[config.mk]
export PLATFORM = sky130hd
export DESIGN_NAME = alu8_seq_core
export DESIGN_NICKNAME = d
export VERILOG_FILES = /design/src/rtl/alu8_seq_pkg.sv /design/src/rtl/alu8_seq_mul.sv /design/src/rtl/alu8_seq_core.sv
export SDC_FILE = /design/constraint.sdc
export NUM_CORES = 1
export LEC_CHECK = 0
export BUFFER_PORTS_ARGS = -buffer_cell sky130_fd_sc_hd__buf_4
export CAP_MARGIN = 20
export CORE_MARGIN = 5
export CORE_UTILIZATION = 40
export CTS_CLUSTER_DIAMETER = 40
export DETAILED_ROUTE_END_ITERATION = 16
export GPL_ROUTABILITY_DRIVEN = 0
export PLACE_DENSITY = 0.64
export SLEW_MARGIN = 5
export SYNTH_ARGS = -nofsm -noshare
export SYNTH_HDL_FRONTEND = slang
export SYNTH_HIERARCHICAL = 1
export SYNTH_SLANG_ARGS = --single-unit
[constraint.sdc]
create_clock -name clk -period 3.5 [get_ports clk]
set_input_delay 0.7 -clock clk [delete_from_list [all_inputs] [get_ports clk]]
set_output_delay 0.7 -clock clk [all_outputs]
set_load 0.01 [all_outputs]
[src/rtl/alu8_seq_pkg.sv]
// alu8_seq_pkg
// Shared definitions for the sequential ALU core and its multiplier:
//   op_t     - 3-bit opcode encoding presented on the core's op port
//   state_t  - control states of the core (IDLE, BUSY, DONE)
//   FLAG_*   - bit positions inside the 4-bit flags word {err, ovf, carry, zero}
package alu8_seq_pkg;

    typedef enum logic [2:0] {
        OP_ADD = 3'b000,
        OP_SUB = 3'b001,
        OP_AND = 3'b010,
        OP_OR  = 3'b011,
        OP_XOR = 3'b100,
        OP_SHL = 3'b101,
        OP_SHR = 3'b110,
        OP_MUL = 3'b111
    } op_t;

    typedef enum logic [1:0] {
        ST_IDLE = 2'd0,
        ST_BUSY = 2'd1,
        ST_DONE = 2'd2
    } state_t;

    localparam int FLAG_ZERO  = 0;
    localparam int FLAG_CARRY = 1;
    localparam int FLAG_OVF   = 2;
    localparam int FLAG_ERR   = 3;
    localparam int FLAG_W     = 4;

endpackage

[src/rtl/alu8_seq_mul.sv]
// alu8_seq_mul
// Iterative unsigned shift-add multiplier, one partial product per clock.
// Ports:
//   clk, rst      - clock, asynchronous active-high reset
//   start         - load operands a/b and begin MUL_CYC iterations
//   a, b          - DATA_W-bit unsigned operands (sampled on start)
//   done          - high during the cycle whose edge completes the last iteration
//   product       - 2*DATA_W-bit product, valid while done is high
module alu8_seq_mul #(
    parameter int DATA_W  = 8,
    parameter int MUL_CYC = DATA_W
) (
    input  logic                  clk,
    input  logic                  rst,
    input  logic                  start,
    input  logic [DATA_W-1:0]     a,
    input  logic [DATA_W-1:0]     b,
    output logic                  done,
    output logic [2*DATA_W-1:0]   product
);

    localparam int CNT_W = $clog2(MUL_CYC + 1);

    logic [2*DATA_W-1:0] mcand_reg;
    logic [DATA_W-1:0]   mplier_reg;
    logic [2*DATA_W-1:0] acc_reg;
    logic [CNT_W-1:0]    cnt_reg;

    logic                busy;
    logic [2*DATA_W-1:0] acc_next;

    assign busy     = (cnt_reg != '0);
    assign acc_next = acc_reg + (mplier_reg[0] ? mcand_reg : '0);

    // done/product are combinational on the final iteration so the core can
    // capture the product on the same edge that retires the last step; this
    // keeps the total latency at exactly MUL_CYC+1 edges after acceptance.
    assign done    = (cnt_reg == CNT_W'(1));
    assign product = acc_next;

    always_ff @(posedge clk or posedge rst) begin
        if (rst) begin
            mcand_reg  <= '0;
            mplier_reg <= '0;
            acc_reg    <= '0;
            cnt_reg    <= '0;
        end else if (start) begin
            mcand_reg  <= {{DATA_W{1'b0}}, a};
            mplier_reg <= b;
            acc_reg    <= '0;
            cnt_reg    <= CNT_W'(MUL_CYC);
        end else if (busy) begin
            acc_reg    <= acc_next;
            mcand_reg  <= mcand_reg << 1;
            mplier_reg <= mplier_reg >> 1;
            cnt_reg    <= cnt_reg - CNT_W'(1);
        end
    end

endmodule

[src/rtl/alu8_seq_core.sv]
// alu8_seq_core
// Sequential ALU with valid/ready handshakes on both sides.
// Single-cycle ops (ADD/SUB/AND/OR/XOR/SHL/SHR) go IDLE->DONE; MUL runs an
// iterative shift-add multiplier through BUSY. The result is held in DONE until
// the consumer takes it.
// Build option: define ALU8_SEQ_MUL_EN to include the multiplier and BUSY
// state; without it, op 111 is an illegal op (res=0, err=1, zero=1, 1 cycle).
// Ports:
//   clk, rst            - clock, asynchronous active-high reset
//   in_valid/in_ready   - command handshake (in_ready only in IDLE)
//   op, a, b            - opcode and DATA_W-bit operands
//   out_valid/out_ready - result handshake
//   res                 - 2*DATA_W-bit result (upper half zero for non-MUL)
//   flags               - {err, ovf, carry, zero}
module alu8_seq_core #(
    parameter int DATA_W  = 8,
    parameter int MUL_CYC = DATA_W
) (
    input  logic                  clk,
    input  logic                  rst,
    input  logic                  in_valid,
    output logic                  in_ready,
    input  logic [2:0]            op,
    input  logic [DATA_W-1:0]     a,
    input  logic [DATA_W-1:0]     b,
    output logic                  out_valid,
    input  logic                  out_ready,
    output logic [2*DATA_W-1:0]   res,
    output logic [3:0]            flags
);

    import alu8_seq_pkg::*;

    localparam int MSB = DATA_W - 1;

    state_t              state_reg;
    logic                in_ready_reg;
    logic                out_valid_reg;
    logic [2*DATA_W-1:0] res_reg;
    logic [3:0]          flags_reg;

    logic                accept;
    logic [2:0]          sh_amt;
    logic [DATA_W:0]     sum_ext;
    logic [DATA_W:0]     diff_ext;
    logic [DATA_W:0]     shl_ext;
    logic [DATA_W:0]     shr_ext;
    logic [DATA_W-1:0]   alu_low;
    logic [2*DATA_W-1:0] alu_res;
    logic [3:0]          alu_flags;

    assign in_ready  = in_ready_reg;
    assign out_valid = out_valid_reg;
    assign res       = res_reg;
    assign flags     = flags_reg;

    assign accept = in_valid && in_ready_reg;

    // One extra bit on each side of the shifters catches the last bit shifted
    // out; a zero shift leaves that bit at its zero fill, giving carry=0.
    assign sh_amt   = b[2:0];
    assign sum_ext  = {1'b0, a} + {1'b0, b};
    assign diff_ext = {1'b0, a} - {1'b0, b};
    assign shl_ext  = {1'b0, a} << sh_amt;
    assign shr_ext  = {a, 1'b0} >> sh_amt;

    // Single-cycle datapath, evaluated straight from the port operands and
    // captured into res/flags on the accepting edge, so later input changes
    // cannot disturb the result.
    always_comb begin
        alu_low   = '0;
        alu_flags = '0;
        case (op_t'(op))
            OP_ADD: begin
                alu_low              = sum_ext[MSB:0];
                alu_flags[FLAG_CARRY] = sum_ext[DATA_W];
                alu_flags[FLAG_OVF]   = (a[MSB] == b[MSB]) && (sum_ext[MSB] != a[MSB]);
            end
            OP_SUB: begin
                alu_low              = diff_ext[MSB:0];
                alu_flags[FLAG_CARRY] = diff_ext[DATA_W];  // borrow
                alu_flags[FLAG_OVF]   = (a[MSB] != b[MSB]) && (diff_ext[MSB] != a[MSB]);
            end
            OP_AND: alu_low = a & b;
            OP_OR:  alu_low = a | b;
            OP_XOR: alu_low = a ^ b;
            OP_SHL: begin
                alu_low              = shl_ext[MSB:0];
                alu_flags[FLAG_CARRY] = shl_ext[DATA_W];
            end
            OP_SHR: begin
                alu_low              = shr_ext[DATA_W:1];
                alu_flags[FLAG_CARRY] = shr_ext[0];
            end
            OP_MUL: begin
`ifndef ALU8_SEQ_MUL_EN
                alu_flags[FLAG_ERR] = 1'b1;
`endif
            end
        endcase
        alu_res              = {{DATA_W{1'b0}}, alu_low};
        alu_flags[FLAG_ZERO] = (alu_res == '0);
    end

`ifdef ALU8_SEQ_MUL_EN
    logic                mul_start;
    logic                mul_done;
    logic [2*DATA_W-1:0] mul_product;
    logic [3:0]          mul_flags;

    assign mul_start = accept && (op == OP_MUL);

    always_comb begin
        mul_flags            = '0;
        mul_flags[FLAG_OVF]  = |mul_product[2*DATA_W-1:DATA_W];
        mul_flags[FLAG_ZERO] = (mul_product == '0);
    end

    alu8_seq_mul #(
        .DATA_W  (DATA_W),
        .MUL_CYC (MUL_CYC)
    ) u_mul (
        .clk     (clk),
        .rst     (rst),
        .start   (mul_start),
        .a       (a),
        .b       (b),
        .done    (mul_done),
        .product (mul_product)
    );
`endif

    // in_ready is a registered copy of "state is IDLE". It drops on the
    // accepting edge and only rises on the DONE->IDLE edge, so a command can
    // never be taken in the same cycle the previous result is consumed.
    always_ff @(posedge clk or posedge rst) begin
        if (rst) begin
            state_reg     <= ST_IDLE;
            in_ready_reg  <= 1'b1;
            out_valid_reg <= 1'b0;
            res_reg       <= '0;
            flags_reg     <= '0;
        end else begin
            case (state_reg)
                ST_IDLE: begin
                    if (accept) begin
                        in_ready_reg <= 1'b0;
`ifdef ALU8_SEQ_MUL_EN
                        if (op == OP_MUL)
                            state_reg <= ST_BUSY;
                        else
`endif
                        begin
                            state_reg     <= ST_DONE;
                            out_valid_reg <= 1'b1;
                            res_reg       <= alu_res;
                            flags_reg     <= alu_flags;
                        end
                    end
                end
`ifdef ALU8_SEQ_MUL_EN
                ST_BUSY: begin
                    if (mul_done) begin
                        state_reg     <= ST_DONE;
                        out_valid_reg <= 1'b1;
                        res_reg       <= mul_product;
                        flags_reg     <= mul_flags;
                    end
                end
`endif
                ST_DONE: begin
                    if (out_ready) begin
                        state_reg     <= ST_IDLE;
                        out_valid_reg <= 1'b0;
                        in_ready_reg  <= 1'b1;
                    end
                end
                default: begin
                    state_reg     <= ST_IDLE;
                    out_valid_reg <= 1'b0;
                    in_ready_reg  <= 1'b1;
                end
            endcase
        end
    end

endmodule

# ---- After elaboration in Yosys (flattened, before gate mapping)
# Index checks and enable logic that the tools add are counted.
dict set report word_totals {
  reg_bits 16
  input_bits 23
  out_inout_bits 22
  wordCells 47
}
dict set report classes {
  addsub 2
  n_eq_ne 14
  shifts 2
  n_mux 13
  bitwise_logic 3
  reduce_logical 8
}
# op n
set op_table {}
lappend op_table {{one-hot mux 8 bit (7 select lines)} 1}
lappend op_table {{equality test 3 bit, second input constant} 4}
lappend op_table {{adder 8 x 8 -> 9 bit} 1}
lappend op_table {{left shift 8 x 3 -> 9 bit} 1}
lappend op_table {{right shift 9 x 3 -> 9 bit} 1}
lappend op_table {{subtractor 8 x 8 -> 9 bit} 1}
lappend op_table {{bitwise AND 8 bit} 1}
lappend op_table {{logical NOT 8 bit} 1}
lappend op_table {{bitwise OR 8 bit} 1}
lappend op_table {{bitwise XOR 8 bit} 1}
lappend op_table {{equality test 3 x 2 -> 1 bit, second input constant} 2}
lappend op_table {{one-hot mux 1 bit (2 select lines)} 3}
lappend op_table {{2-to-1 mux 1 bit} 5}
lappend op_table {{2-to-1 mux 2 bit} 2}
lappend op_table {{!= test 2 bit, second input constant} 2}
lappend op_table {{one-hot mux 1 bit (4 select lines)} 1}
lappend op_table {{one-hot mux 2 bit (2 select lines)} 1}
lappend op_table {{AND reduction 2 bit} 2}
lappend op_table {{equality test 3 x 1 -> 1 bit, second input constant} 1}
lappend op_table {{logical AND 1 bit} 3}
lappend op_table {{logical NOT 3 bit} 1}
lappend op_table {{!= test 1 bit} 3}
lappend op_table {{equality test 2 bit, second input constant} 1}
lappend op_table {{logical NOT 2 bit} 1}
lappend op_table {{equality test 1 bit} 1}

# ---- Longest topological paths before layout
dict set report depth {
  depth_word 4
  depth_mapped 11
  ltp_nobuf 10
}

# ---- Worst setup path after synthesis
# OpenSTA, ideal clock, no wires.
dict set report synth_timing {
  path_kind {input port to flip-flop}
  from {in b[2]}
  to {reg flags_reg[0] (netlist: flags[0])}
  setup_ns 0.103
  arrival_ns 2.590
  t_required_ns 3.397
  slack_ns 0.807
  cell_stages 10
  n_path_buf 1
  path_cell_list {clkinv_1 > ha_1 > buf_4 > a21o_1 > a211oi_1 > a21oi_2 > xnor2_1 > a211oi_1 > nand4_1 > o41ai_2}
}
dict set report synth_via {
  elab_chain_cells 3
  elab_cells_between_ends 9
  classes_between {add/sub: 2; shift: 2; mux: 1; bitwise: 3; reduce/logical: 1}
}
# item line_no
set synth_rtl {}
lappend synth_rtl {{start: declaration} alu8_seq_core.sv:25} ;# input logic [DATA_W-1:0] b,
lappend synth_rtl {{subtractor 8 x 8 -> 9 bit (tied with other cells)} alu8_seq_core.sv:63} ;# assign diff_ext = {1'b0, a} - {1'b0, b};
lappend synth_rtl {{one-hot mux 8 bit (7 select lines) *} alu8_seq_core.sv:73} ;# case (op_t'(op))
lappend synth_rtl {{logical NOT 8 bit *} alu8_seq_core.sv:102} ;# alu_flags[FLAG_ZERO] = (alu_res == '0);
lappend synth_rtl {{end signal: assignment} alu8_seq_core.sv:157} ;# flags_reg <= alu_flags;
lappend synth_rtl {{end: declaration} alu8_seq_core.sv:40} ;# logic [3:0] flags_reg;
# Mark *: on every way between the ends. The rest lies on a longest branch, timed or not.
# A chain may end at the register's enable or synchronous reset.

# ---- Worst setup path after layout
# Ends and elaborated chain as after synthesis.

==> results.py <==
metrics = {
    "status": {
        "status": "complete, no violations",
    },
    "min_path": {
        "hp-class": "register to register",
        "hold_depth": 2,
    },
    "finish": {
        "antenna_cells": 0,
        "multiInputGateArea_um2": 1697,
        "largest_reg_flops": 8,
        "seq_area_um2": 351.6,
        "syn2layout_area_growth_pct": 12.30,
        "drive_gt1_share_pct": 17.19,
        "nFillCells": 587,
        "finalNetCount": 371,
        "fin_area_um2": 2581,
    },
    "critical_path": {
        "end_kind": "register",
        "path_class": "input pin to register",
        "crit_path_max_fanout": 15,
        "startpoint_type": "input pin",
        "r2r_cells": 7,
        "cp.arrival_ps": 3080,
        "rrSetupSlack_ps": 1490,
        "critPathRequiredTime_ps": 3640,
    },
    "pwr": {
        "peakVddDrop_mv": 0.2361,
        "power_leakage_nw": 1.204,
        "p_per_area_nw_per_um2": 360.0,
    },
    "timing": {
        "relSlewSlack_pct": 60.05,
        "fin_tns_setup_ps": 0,
        "finalSetupViolations": 0,
        "grt_setup_unrepaired": "false",
        "period_share_pct": 84.06,
        "worst_slew_pin_slew_ps": 597.7,
        "period_minus_slack_ps": 2942,
        "hold_viol": 0,
        "fmax_mhz": 339.9,
        "finalMaxSlewViolations": 0,
        "fin_skew_ps": 6.796,
    },
    "yosys": {
        "synth-xor-area-share_pct": 3.430,
        "yosysTopAreaCell": "dfrtp_1",
        "yosysUniqueCellTypes": 62,
        "yosysSeqAreaShare_pct": 15.30,
        "synth-simple-area-share_pct": 17.96,
        "synth_top_family_by_area": "compound AO/OA/AOI/OAI gates",
        "muxShareOfSynthArea_pct": 9.744,
        "yosysMostFrequentCell": "inv_1",
        "synth-compound-area-share_pct": 26.02,
        "synthTopCellsByCount": "inv_1 (28), ha_1 (25), o21ai_0 (21), nor2_1 (19), a21oi_1 (17)",
        "synth_top_area_share_pct": 14.15,
        "synthArstFlopShare_pct": 100.0,
        "synth_cells": 298,
        "ys_warn_count": 6,
        "synth-edff-count": 0,
        "ys_top_cells_by_area": "dfrtp_1 (14%), ha_1 (14%), mux2i_1 (7.0%)",
        "synthFlopType": "dfrtp_1",
        "synth.avg_cell_area_um2": 7.713,
        "synthAdderAreaFrac_pct": 15.35,
        "yosys_register_bits": 14,
        "syn_area_um2": 2298,
    },
    "job": {
        "drv_cap": 0,
    },
    "cts": {
        "root_buffer": "clkbuf_8",
        "clk_path_buf_depth": 2,
        "cts_buffers": 3,
        "cts_tree": "yes",
        "h-tree-depth": 1,
        "cts_sinks": 14,
        "cts.reportedPaths.clkPinSlew_ps": 50,
        "clk_latency_ps": 240,
        "post-cts-setup-buffer-count": 0,
        "cts.repair.resized": 0,
        "holdBufCountCts": 0,
    },
    "place": {
        "dp_hpwl_um": 5236,
        "dpl-instance-area_um2": 2536,
        "port-buffer-count": 36,
    },
    "floorplan": {
        "die_w_um": 85.81,
        "die_y_um": 85.81,
        "initial_core_util_pct": 41.49,
        "num_rows": 27,
        "pin_count": 45,
        "dieArea_um2": 7363,
        "core_um2": 5540,
    },
    "route": {
        "drt-initial-drc-count": 222,
        "met1_length_um": 2820,
        "route.met2.wl_um": 2951,
        "drt_pass1_iterations": 5,
        "maxUsedRoutingLayer": "met4",
        "via_count": 2283,
        "route.detailed.drc": 0,
        "wl_per_cell_um": 16.42,
        "dr_wl_met3_um": 526,
        "avgViaCountPerCell": 5.824,
        "final_antenna_net_count": 0,
        "drt_wl_total_um": 6437,
    },
    "global_routing": {
        "globalRouteOverflowTotal": 0,
        "grt_first_pass_wirelength_um": 10310,
        "grt_usage_pct": 16.99,
        "grt_pass1_vias": 2161,
        "antenna_found_initial": 0,
        "grt_max_degree": 29,
    },
}
==> layout by cell type, fill, tap and decap left out, types with 3 or more instances in the layout <==
cell type,n
buf_4,38
inv_1,28
ha_1,25
o21ai_0,21
nor2_1,19
a21oi_1,17
mux2i_1,16
nand2_1,15
dfrtp_1,13
nor3_1,12
xnor2_1,8
conb_1,8
nor2b_1,6
a211oi_1,6
a22oi_1,5
nand3_1,4
o211ai_1,4
a31oi_1,4
nand3b_1,4
o22ai_1,4
nor4_1,4
o21ai_1,3
mux2_2,3
clkbuf_8,3
==> report_power, final <==
part | leakage (nW) | total [W] | switching [W] | internal (W)
clock | 0.0228 | 0.000132 | 0.0000520 | 0.0000802
combinational | 1.00 | 0.000520 | 0.000281 | 0.000238
sequential | 0.179 | 0.000277 | 0.0000409 | 0.000237
total | 1.20 | 0.000929 | 0.000374 | 0.000555
==> area by class of cell <==
cell class	instances	share of cell area (%)
multi-input combinational	234	65.73
tap	72	3.490
sequential	14	13.62
clock buffer	4	1.745
inverter	30	4.363
timing repair buffer	38	11.05
==> critical path, cell delays in order <==
cell	delay [ps]
buf_4	180
clkinv_1	230
ha_1	520
nor3_1	100
a211o_1	320
a21oi_2	160
xnor2_1	70
a211oi_1	320
nand4_1	160
o41ai_2	300
==> cells by family after synthesis <==
| kind of cell | count (synthesis) |
|---|---|
| fa+ha+maj | 27 |
| xor+xnor | 9 |
| flops | 14 |
| compound gates | 90 |
| other cells | 1 |
| mux | 21 |
| buf+inv | 57 |
| simple gates | 79 |
==> final timing paths <==
check | start | to
max | b[2] | flags[0]
min | res[0] | res[0]
max reg2reg | in_ready | flags[0]
min reg2reg | res[0] | res[0]
max in group asynchronous | rst | in_ready
min in group asynchronous | rst | flags[2]
==> metrics by stage <==
| step | power (W) | worst slack [ps] | util, % | std cells | hold slack (ps) |
|---|---|---|---|---|---|
| final | 0.0009291 | 557.9 | 46.59 | 392 | 482.7 |
| after detailed placement | 0.0007997 | 323.2 | 45.78 | 388 | 476.0 |
| after CTS | 0.0009347 | 561.9 | 46.59 | 392 | 488.5 |
| after floorplan | 0.0005972 | 806.6 | - | 305 | 500.1 |
| after global placement | 0.0007928 | 397.2 | 45.78 | 388 | 468.3 |
| after global routing | 0.0009973 | 404.9 | 46.59 | 392 | 514.1 |
==> routing by layer <==
metal | vias to the layer above | global-route usage (%)
met3 | 14 | 1.825
met2 | 118 | 28.18
met4 | 0 | 5.755
met1 | 1045 | 22.89
li1 | 1106 | -
met5 | - | 0
(Power assumes the default switching activity.)
